<file path="src/rtl/branch_predict_unit_pkg.sv">
// rtl/branch_predict_unit_pkg.sv - shared branch codes, FSM states and BHT counter helpers
package branch_predict_unit_pkg;

    localparam logic [2:0] NOBRANCH = 3'd0;
    localparam logic [2:0] BEQ      = 3'd1;
    localparam logic [2:0] BNE      = 3'd2;
    localparam logic [2:0] BLT      = 3'd3;
    localparam logic [2:0] BLTU     = 3'd4;
    localparam logic [2:0] BGE      = 3'd5;
    localparam logic [2:0] BGEU     = 3'd6;

    typedef enum logic {
        ST_INIT = 1'b0,
        ST_RUN  = 1'b1
    } bpu_state_e;

    localparam logic [1:0] SNT = 2'b00;
    localparam logic [1:0] WNT = 2'b01;
    localparam logic [1:0] WT  = 2'b10;
    localparam logic [1:0] ST  = 2'b11;

    function automatic logic is_branch_code(input logic [2:0] code);
        return (code >= BEQ) && (code <= BGEU);
    endfunction

    // 2-bit saturating counter step toward the resolved outcome
    function automatic logic [1:0] ctr_update(input logic [1:0] ctr, input logic taken);
        if (taken) begin
            return (ctr == ST) ? ST : ctr + 2'b01;
        end
        return (ctr == SNT) ? SNT : ctr - 2'b01;
    endfunction

endpackage

</file>
<file path="src/rtl/branch_compare.sv">
// rtl/branch_compare.sv - combinational RV32I branch condition evaluator
module branch_compare
    import branch_predict_unit_pkg::*;
#(
    parameter int XLEN = 32
) (
    input  logic [2:0]      branch_type,
    input  logic [XLEN-1:0] op1,
    input  logic [XLEN-1:0] op2,
    output logic            taken
);

    always_comb begin
        taken = 1'b0;
        case (branch_type)
            BEQ:     taken = (op1 == op2);
            BNE:     taken = (op1 != op2);
            BLT:     taken = ($signed(op1) <  $signed(op2));
            BGE:     taken = ($signed(op1) >= $signed(op2));
            BLTU:    taken = (op1 <  op2);
            BGEU:    taken = (op1 >= op2);
            default: taken = 1'b0;
        endcase
    end

endmodule

</file>
<file path="src/rtl/branch_predict_unit.sv">
// rtl/branch_predict_unit.sv - branch resolve + 2-bit BHT predictor with init sweep
// Optional statistics counters built only when BRANCH_STATS_EN is defined.
module branch_predict_unit
    import branch_predict_unit_pkg::*;
#(
    parameter int         XLEN     = 32,
    parameter int         BHT_IDX  = 6,
    parameter logic [1:0] CTR_INIT = WNT
) (
    input  logic            clk,
    input  logic            rst,
    input  logic [XLEN-1:0] pc_f,
    output logic            pred_taken_f,
    input  logic            en_e,
    input  logic [2:0]      branch_type_e,
    input  logic [XLEN-1:0] op1_e,
    input  logic [XLEN-1:0] op2_e,
    input  logic [XLEN-1:0] pc_e,
    input  logic            pred_taken_e,
    output logic            branch_e,
    output logic            mispredict_e,
    output logic            init_busy,
    output logic [31:0]     branch_cnt,
    output logic [31:0]     mispred_cnt
);

    localparam int BHT_SIZE = 1 << BHT_IDX;
    localparam logic [BHT_IDX:0] LAST_IDX = (BHT_IDX + 1)'(BHT_SIZE - 1);

    logic [1:0]         bht [BHT_SIZE];
    bpu_state_e         state, state_nxt;
    logic [BHT_IDX:0]   init_idx, init_idx_nxt;
    logic [BHT_IDX-1:0] idx_f, idx_e;
    logic [BHT_IDX-1:0] bht_wa;
    logic [1:0]         bht_wd;
    logic               bht_we;
    logic               cmp_taken;
    logic               is_br;

    assign idx_f = pc_f[BHT_IDX+1:2];
    assign idx_e = pc_e[BHT_IDX+1:2];

    branch_compare #(.XLEN(XLEN)) u_compare (
        .branch_type (branch_type_e),
        .op1         (op1_e),
        .op2         (op2_e),
        .taken       (cmp_taken)
    );

    assign branch_e     = en_e && cmp_taken;
    assign is_br        = en_e && is_branch_code(branch_type_e);
    assign mispredict_e = is_br && (branch_e != pred_taken_e);

    always_ff @(posedge clk) begin
        if (rst) begin
            state    <= ST_INIT;
            init_idx <= '0;
        end else begin
            state    <= state_nxt;
            init_idx <= init_idx_nxt;
        end
    end

    always_comb begin
        state_nxt    = state;
        init_idx_nxt = init_idx;
        init_busy    = 1'b0;
        bht_we       = 1'b0;
        bht_wa       = idx_e;
        bht_wd       = ctr_update(bht[idx_e], branch_e);
        case (state)
            ST_INIT: begin
                init_busy    = 1'b1;
                bht_we       = 1'b1;
                bht_wa       = init_idx[BHT_IDX-1:0];
                bht_wd       = CTR_INIT;
                init_idx_nxt = init_idx + 1'b1;
                if (init_idx == LAST_IDX) begin
                    state_nxt = ST_RUN;
                end
            end
            ST_RUN: begin
                bht_we = is_br;
            end
            default: state_nxt = ST_INIT;
        endcase
    end

    // No reset on the array: the sweep rewrites every entry before RUN
    always_ff @(posedge clk) begin
        if (!rst && bht_we) begin
            bht[bht_wa] <= bht_wd;
        end
    end

    assign pred_taken_f = (state == ST_RUN) && bht[idx_f][1];

`ifdef BRANCH_STATS_EN
    always_ff @(posedge clk) begin
        if (rst) begin
            branch_cnt  <= 32'd0;
            mispred_cnt <= 32'd0;
        end else if (state == ST_RUN) begin
            if (is_br) begin
                branch_cnt <= branch_cnt + 32'd1;
            end
            if (mispredict_e) begin
                mispred_cnt <= mispred_cnt + 32'd1;
            end
        end
    end
`else
    assign branch_cnt  = 32'd0;
    assign mispred_cnt = 32'd0;
`endif

    logic unused_bits;
    assign unused_bits = ^{pc_f[XLEN-1:BHT_IDX+2], pc_f[1:0],
                           pc_e[XLEN-1:BHT_IDX+2], pc_e[1:0], init_idx[BHT_IDX]};

endmodule

</file>
<file path="config.mk">
export PLATFORM = sky130hd
export DESIGN_NAME = branch_predict_unit
export DESIGN_NICKNAME = d
export VERILOG_FILES = /design/src/rtl/branch_predict_unit_pkg.sv /design/src/rtl/branch_compare.sv /design/src/rtl/branch_predict_unit.sv
export SDC_FILE = /design/constraint.sdc
export NUM_CORES = 1
export LEC_CHECK = 0
export CAP_MARGIN = 25
export CELL_PAD_IN_SITES_DETAIL_PLACEMENT = 0
export CELL_PAD_IN_SITES_GLOBAL_PLACEMENT = 2
export CORE_ASPECT_RATIO = 0.75
export CORE_MARGIN = 2
export CORE_UTILIZATION = 35
export CTS_CLUSTER_SIZE = 10
export DETAILED_ROUTE_END_ITERATION = 7
export PLACE_DENSITY = 0.94
export SLEW_MARGIN = 20
export SYNTH_ARGS = -nofsm -noshare
export SYNTH_HDL_FRONTEND = slang
export SYNTH_HIERARCHICAL = 1
export SYNTH_SLANG_ARGS = --single-unit
</file>
<file path="constraint.sdc">
create_clock -name clk -period 17.1 [get_ports clk]
set_input_delay 3.42 -clock clk [delete_from_list [all_inputs] [get_ports clk]]
set_output_delay 3.42 -clock clk [all_outputs]
set_load 0.01 [all_outputs]
</file>
# == After elaboration in Yosys (flattened, before gate mapping) ==
# Memories as Yosys holds them, arrays and structs flattened.
# Index checks and enable logic that the tools add are counted.
# totals
reg_bits,8
ram_bits,128
in_bits,135
out_inout_bits,68
word_cells,46
memories,1
# memory_table
memory,depth,word_bits,read_ports,rd_clocked_by_memory_dff,write_ports,line,text
bht,64,2,2,0,1,branch_predict_unit.sv:30,logic [1:0] bht [BHT_SIZE];
# op_classes
add_sub_neg,3
magnitude_cmp,6
eq_ne,11
muxes,14
bitwise_logic,1
n_reduce_logical,8
# op_table
operator,count
$ge 32x32->1,2
$lt 32x32->1,2
$eq 32x32->1,1
$ne 32x32->1,1
$mux 2,5
$eq 3x3->1 const B,3
$add 7x1->7 const B,1
$eq 7x6->1 const B,1
$eq 3x2->1 const B,2
$logic_and 1x1->1,6
$mux 1,6
$mux 6,1
$pmux 1 s6,1
$eq 3x1->1 const B,1
$ge 3x1->1 const B,1
$le 3x3->1 const B,1
$add 2x1->2 const B,1
$eq 2x2->1 const B,1
$logic_not 2->1,1
$pmux 1 s2,1
$sub 2x1->2 const B,1
$logic_not 1->1,1
$ne 1x1->1,1
$not 1->1,1

# == Longest topological paths before layout ==
# Gate-level depths: netlist of run 1.
# logic_depth
ltp_word,7
mapped_depth,14
ltp_nobuf,13

# == Modules after synthesis ==
# Netlist of run 1, hierarchy kept.
# by_module_without_submodules
mod,instances,cells_each,area_each_um2,seq_area_each_um2
branch_predict_unit,1,512,6849.1,4003.8
branch_compare,1,129,949.7,0.0

# == Worst setup path after synthesis of run 1 ==
# Ideal clock, no wire load.
# synth_path
path_type,in2out
from,in pc_f[3]
to,out pred_taken_f
arrival_ns,5.454
required_ns,13.680
setup_slack_ns,8.226
cell_stages,6
n_path_buf,2
cell_sequence,clkbuf_1 buf_1 mux4_2 mux4_2 mux4_2 and2_1
# synth_via
elab_chain_cells,2
# synth_rtl
item,line,text
"start, declared",branch_predict_unit.sv:12,"input logic [XLEN-1:0] pc_f,"
$mem_v2 64x2,n/a,
$logic_and 1x1->1,branch_predict_unit.sv:96,assign pred_taken_f = (state == ST_RUN) && bht[idx_f][1];
"end, declared",branch_predict_unit.sv:13,"output logic pred_taken_f,"
# Every way passes these cells.

# == Final worst setup path of run 1 ==
# Same ends and word-level chain as after synthesis.

==> impl_metrics.env, run 1 <==
export IMPL_cts_root_buffer_cell="clkbuf_16"
export IMPL_syn_inst=641
export IMPL_antenna_found_initial=0
export IMPL_cts_buffer_depth=2
export IMPL_start_util=0.3546
export IMPL_max_stage_delay_ps=1130
export IMPL_yosys_most_used_dff="edfxtp_1"
export IMPL_grt_pass1_wl_um=28950
export IMPL_ios=203
export IMPL_worst_path_max_delay_cell="clkdlybuf4s50_1"
export IMPL_gp_congestion=0.8093
export IMPL_async_reset_ff_frac=0
export IMPL_min_period_ps=10090
export IMPL_setup_tns_final_ps=0
export IMPL_postLayoutCoreUtil=0.4241
export IMPL_htreeDepth=4
export IMPL_tightestPinTransition_ps=1010
export IMPL_finalMaxSlewViolations=0
export IMPL_ir_drop_uv=77.55
export IMPL_synth_area_um2=7799
export IMPL_row_count=47
export IMPL_path_clk_slew_ps=60
export IMPL_synthToLayoutAreaGrowth_pct=19.59
export IMPL_avgSynthCellArea_um2=12.17
export IMPL_maxCapViolCount=0
export IMPL_first_iter_violations=589
export IMPL_fillers=2053
export IMPL_antenna_left=0
export IMPL_critPathMaxFanout=16
export IMPL_post_cts_buffers=0
export IMPL_avgViaCountPerCell=5.011
export IMPL_status="completed"
export IMPL_min_period_over_period=0.5898
export IMPL_cts_sinks=136
export IMPL_cp_arrival_ps=6670
export IMPL_hold_viol=0
export IMPL_post_dp_hpwl_um=12770
export IMPL_critPathRequiredTime_ps=13680
export IMPL_cts_hold_buffers=0
export IMPL_avgRoutedWirePerCell_um=17.92
export IMPL_grt_max_degree=65
export IMPL_dr_pass1_iters=5
export IMPL_grt_overflow=0
export IMPL_cts_made_buffers=17
export IMPL_insertion_delay_ps=430
export IMPL_setup_viol=0
export IMPL_p_per_area_nw_per_um2=87.73
export IMPL_grt_pass1_vias=5052
export IMPL_yosys_cell_types_count=52
export IMPL_crit_chain="clkdlybuf4s50_1, mux4_2, mux4_2, mux4_2, and2_1, clkdlybuf4s50_1"
export IMPL_dp_cells=1004
export IMPL_core_area_um2=21990
export IMPL_hp_class="reg -> reg"
export IMPL_max_slew_margin_rel=0.3245
export IMPL_cpMostUsedCell="mux4_2"
export IMPL_port_buffers=86
export IMPL_synth_edf_count=128
export IMPL_leakage_nw=3.484
export IMPL_die_w_um=176.4
export IMPL_cts_resized=0
export IMPL_max_freq_mhz=99.15
export IMPL_final_net_count=897
export IMPL_fin_skew_ps=10.09
export IMPL_grt_setup_unrepaired="false"
export IMPL_worst_setup_path_type="in -> out"
export IMPL_end_kind="primary output"
export IMPL_grt_usage=0.1635
export IMPL_num_vias=5191
export IMPL_yosysSeqAreaShare=0.5134
export IMPL_yosysWarnings=6
export IMPL_start_kind="input port"
export IMPL_ys_ff_latch=136
export IMPL_drive_above_1_share=0.1159
export IMPL_die_area_um2=23510
export IMPL_cts_tree="built"
export IMPL_drt_wl_total_um=18560
export IMPL_layout_cells_non_filler=1036
export IMPL_diodes=0
export IMPL_drc=0
export IMPL_die_h_um=133.3
[registers in the layout (all words and copies together) (netlist names)]
register / count
state: 1
init_idx: 7
bht: 128
[cell families after synthesis]
family / after synthesis / synth area share
AOI/OAI and AO/OA: 71 / 0.06466
xor gates and xnor gates: 5 / 0.005615
adders and majority gates: 33 / 0.05294
buffers and inverters: 125 / 0.09498
DFF: 136 / 0.5134
muxes: 79 / 0.1537
other: 1 / 0.0004808
and+or+nand+nor: 191 / 0.1142
[path summary, 6_finish.rpt]
check	end	slack, ps	from	cells past startpoint
worst max register to register	bht[13][0]	14120	bht[19][0]	8
worst min register to register	init_idx[6]	500	init_idx[6]	2
worst max-delay path	pred_taken_f	7010	pc_f[3]	6
worst min-delay path	init_idx[6]	500	init_idx[6]	2
[Yosys cell counts (3+ instances only)]
cell | count | area share
edfxtp_1 | 128 | 0.49
nor2_1 | 89 | 0.043
buf_4 | 69 | 0.066
nand2_1 | 44 | 0.021
mux2i_1 | 41 | 0.053
inv_1 | 37 | 0.018
ha_1 | 33 | 0.053
mux4_2 | 32 | 0.092
a21oi_1 | 17 | 0.011
a22oi_1 | 12 | 0.012
nand3_1 | 12 | 0.0077
o21ai_0 | 12 | 0.0077
clkbuf_1 | 11 | 0.0053
dfxtp_1 | 8 | 0.021
nand4_1 | 8 | 0.0064
nor2b_1 | 7 | 0.0056
mux2_2 | 6 | 0.0087
a2111oi_0 | 5 | 0.0056
a22o_1 | 5 | 0.0056
or3_1 | 5 | 0.0040
a211oi_1 | 4 | 0.0039
and2_1 | 4 | 0.0032
buf_2 | 4 | 0.0026
xor2_1 | 4 | 0.0045
and3_1 | 3 | 0.0024
buf_1 | 3 | 0.0014
nor3_1 | 3 | 0.0019
[layer usage]
layer,GRT usage,vias to the layer above,share of wire
met4,0.04683,0,0.013
li1,-,2424,-
met2,0.2475,230,0.46
met1,0.2377,2513,0.44
met5,0,-,0
met3,0.03396,24,0.085
[cells in the final DEF, fill, tap and decap left out, drive strengths merged, types with 7 or more instances in the layout]
master	instances
nand3	13
buf	9
dfxtp	8
clkinv	7
clkbuf	18
a22oi	12
nand2	44
ha	33
mux4	32
inv	38
o21ai	13
mux2i	41
nor2b	7
conb	64
nor2	89
nand4	10
clkdlybuf4s50	85
a21oi	17
edfxtp	128
[stage by stage]
step / worst slack, ps / hold WS (ps) / area (um2) / total power [mW]
global route: 6852 / 561.5 / 9326 / 0.8416
CTS: 7044 / 498.8 / 9326 / 0.8188
finish: 7014 / 500.9 / 9326 / 0.8182
detailed placement: 7075 / 487.7 / 8742 / 0.4586
global placement: 7046 / 467.7 / 8735 / 0.4578
floorplan: 8226 / 458.5 / 8035 / 0.4329
[critical path, delay by kind of cell]
| kind | cells | cell delay [ps] |
|---|---|---|
| multiplexers | 3 | 1460 |
| AND/OR/NAND/NOR | 1 | 170 |
| buffers and inverters | 2 | 1600 |
[power breakdown]
group          internal, mW  leakage, nW  switching (mW)
logic                0.0430         1.92          0.0483
registers             0.360         1.29         0.00108
clock network         0.227        0.276           0.139
total                 0.630         3.48           0.188
[area by class of cell]
type | instances | area [um2] | share of cell area
clock buffer | 18 | 429.2 | 0.04602
timing repair buffer | 94 | 918.4 | 0.09847
multi-input combinational | 443 | 3313 | 0.3552
tap | 294 | 367.9 | 0.03944
sequential | 136 | 4004 | 0.4293
inverter | 37 | 138.9 | 0.01489
clock inverter | 14 | 155.1 | 0.01664
Power figures use the tool's default switching activity.
==> run 2: changes to the inputs <==
--- a/config.mk
+++ b/config.mk
@@ -10,10 +10,10 @@
 export CELL_PAD_IN_SITES_GLOBAL_PLACEMENT = 2
 export CORE_ASPECT_RATIO = 0.75
 export CORE_MARGIN = 2
-export CORE_UTILIZATION = 35
+export CORE_UTILIZATION = 32
 export CTS_CLUSTER_SIZE = 10
 export DETAILED_ROUTE_END_ITERATION = 7
-export PLACE_DENSITY = 0.94
+export PLACE_DENSITY = 0.88
 export SLEW_MARGIN = 20
 export SYNTH_ARGS = -nofsm -noshare
 export SYNTH_HDL_FRONTEND = slang
==> constraint.sdc (replaced) <==
create_clock -name clk -period 9.3 [get_ports clk]
set_input_delay 1.86 -clock clk [delete_from_list [all_inputs] [get_ports clk]]
set_output_delay 1.86 -clock clk [all_outputs]
set_load 0.01 [all_outputs]
==> impl_metrics.env, run 2 (synthesized netlist as in run 1, its figures left out) <==
export IMPL_cts_tree="built"
export IMPL_start_util=0.3253
export IMPL_largest_reg_flops=128
export IMPL_die_w_um=184.3
export IMPL_core_area_um2=23970
export IMPL_grt_pass1_wl_um=29040
export IMPL_num_vias=5112
export IMPL_htreeDepth=4
export IMPL_critPathMaxFanout=16
export IMPL_insertion_delay_ps=420
export IMPL_grt_usage=0.1501
export IMPL_whs_path_depth=2
export IMPL_critPathRequiredTime_ps=7440
export IMPL_cts_made_buffers=17
export IMPL_avgViaCountPerCell=4.773
export IMPL_fin_skew_ps=10.19
export IMPL_tightestPinTransition_ps=1102
export IMPL_gp_congestion=0.7986
export IMPL_start_kind="input port"
export IMPL_layout_cells_non_filler=1071
export IMPL_top_regs="bht: 128 flops, init_idx: 7 flops, state: 1 flops"
export IMPL_cts_buffer_depth=2
export IMPL_finalMaxSlewViolations=0
export IMPL_post_dp_hpwl_um=13130
export IMPL_leakage_nw=3.504
export IMPL_die_h_um=139.2
export IMPL_antenna_found_initial=0
export IMPL_end_kind="primary output"
export IMPL_ir_drop_uv=119.8
export IMPL_status="completed"
export IMPL_antenna_left=0
export IMPL_setup_viol=0
export IMPL_final_net_count=896
export IMPL_max_slew_margin_rel=0.2636
export IMPL_p_per_area_nw_per_um2=162.6
export IMPL_grt_setup_unrepaired="false"
export IMPL_min_period_ps=6949
export IMPL_cts_sinks=136
export IMPL_worst_setup_path_type="in -> out"
export IMPL_max_flop_register="bht"
export IMPL_post_cts_buffers=0
export IMPL_diodes=0
export IMPL_final_cell_mix="128 x edfxtp_1, 89 x nor2_1, 85 x clkdlybuf4s50_1, 64 x conb_1, 44 x nand2_1"
export IMPL_layout_commonest_cell="edfxtp_1"
export IMPL_max_freq_mhz=143.9
export IMPL_grt_max_degree=57
export IMPL_die_area_um2=25650
export IMPL_grt_overflow=0
export IMPL_drt_wl_total_um=18710
export IMPL_row_count=49
export IMPL_cts_hold_buffers=0
export IMPL_setup_tns_final_ps=0
export IMPL_first_iter_violations=326
export IMPL_cts_resized=0
export IMPL_drc=0
export IMPL_synthToLayoutAreaGrowth_pct=20.39
export IMPL_drive_above_1_share=0.1176
export IMPL_dp_cells=1040
export IMPL_hold_viol=0
export IMPL_fillers=2249
export IMPL_dr_pass1_iters=4
export IMPL_path_clk_slew_ps=60
export IMPL_grt_pass1_vias=5050
export IMPL_maxCapViolCount=0
export IMPL_reg2reg_depth=8
export IMPL_cts_root_buffer_cell="clkbuf_16"
export IMPL_hp_class="reg -> reg"
export IMPL_min_period_over_period=0.7472
export IMPL_ios=203
export IMPL_avgRoutedWirePerCell_um=17.47
export IMPL_port_buffers=86
export IMPL_cp_arrival_ps=5090
run 2: changes by cell type in the layout (fill, tap and decap cells not counted):
cell,previous run,this run
clkinv_4,1,4
inv_6,1,0
clkbuf_1,1,0
clkinv_2,2,4
buf_4,9,8
bufinv_16,3,4
clkinvlp_4,3,0
clkinv_1,4,2
run 2: per-stage QoR:
step	worst slack, ps	area (um2)	hold slack (ps)	util	total power, mW
final	2351	9389	490.3	0.3917	1.527
after global placement	2329	8781	468.9	0.3663	0.8438
after floorplan	2187	8035	458.5	-	0.7960
after CTS	2372	9389	496.1	0.3917	1.534
after detailed placement	2374	8781	488.2	0.3663	0.8444
after global routing	2233	9389	531.2	0.3917	1.576
run 2: cell type report:
cell class | count | area, um2 | area share
clock buffer | 17 | 425.4 | 0.04531
clock inverter | 14 | 182.7 | 0.01946
inverter | 37 | 138.9 | 0.01479
multi-input combinational | 443 | 3313 | 0.3529
sequential | 136 | 4004 | 0.4264
tap | 331 | 414.1 | 0.04411
timing repair buffer | 93 | 910.9 | 0.09702
run 2: path summary, 6_finish.rpt:
check | from | endpoint | slack, ps
worst max-delay path | pc_f[3] | pred_taken_f | 2350
worst min-delay path | init_idx[6] | init_idx[6] | 490
worst max register to register | bht[19][0] | bht[12][0] | 6110
worst min register to register | init_idx[6] | init_idx[6] | 490
run 2: critical path, stage by stage:
cell and delay, ps:
clkdlybuf4s50_1 1150, mux4_2 470, mux4_2 500, mux4_2 450
and2_1 170, clkdlybuf4s50_1 480
run 2: power by group:
group	internal, mW	switching, mW	total, mW	leakage, nW
Clock	0.444	0.250	0.695	0.301
Combinational	0.0788	0.0894	0.168	1.91
Sequential	0.662	0.00183	0.664	1.29
Total	1.19	0.342	1.53	3.50
run 2: layer usage:
metal / up-vias / GRT usage / part of all wire
li1: 2424 / - / -
met1: 2500 / 0.2124 / 0.47
met2: 160 / 0.2352 / 0.46
met3: 28 / 0.02731 / 0.051
met4: 0 / 0.04463 / 0.017
met5: - / 0 / 0
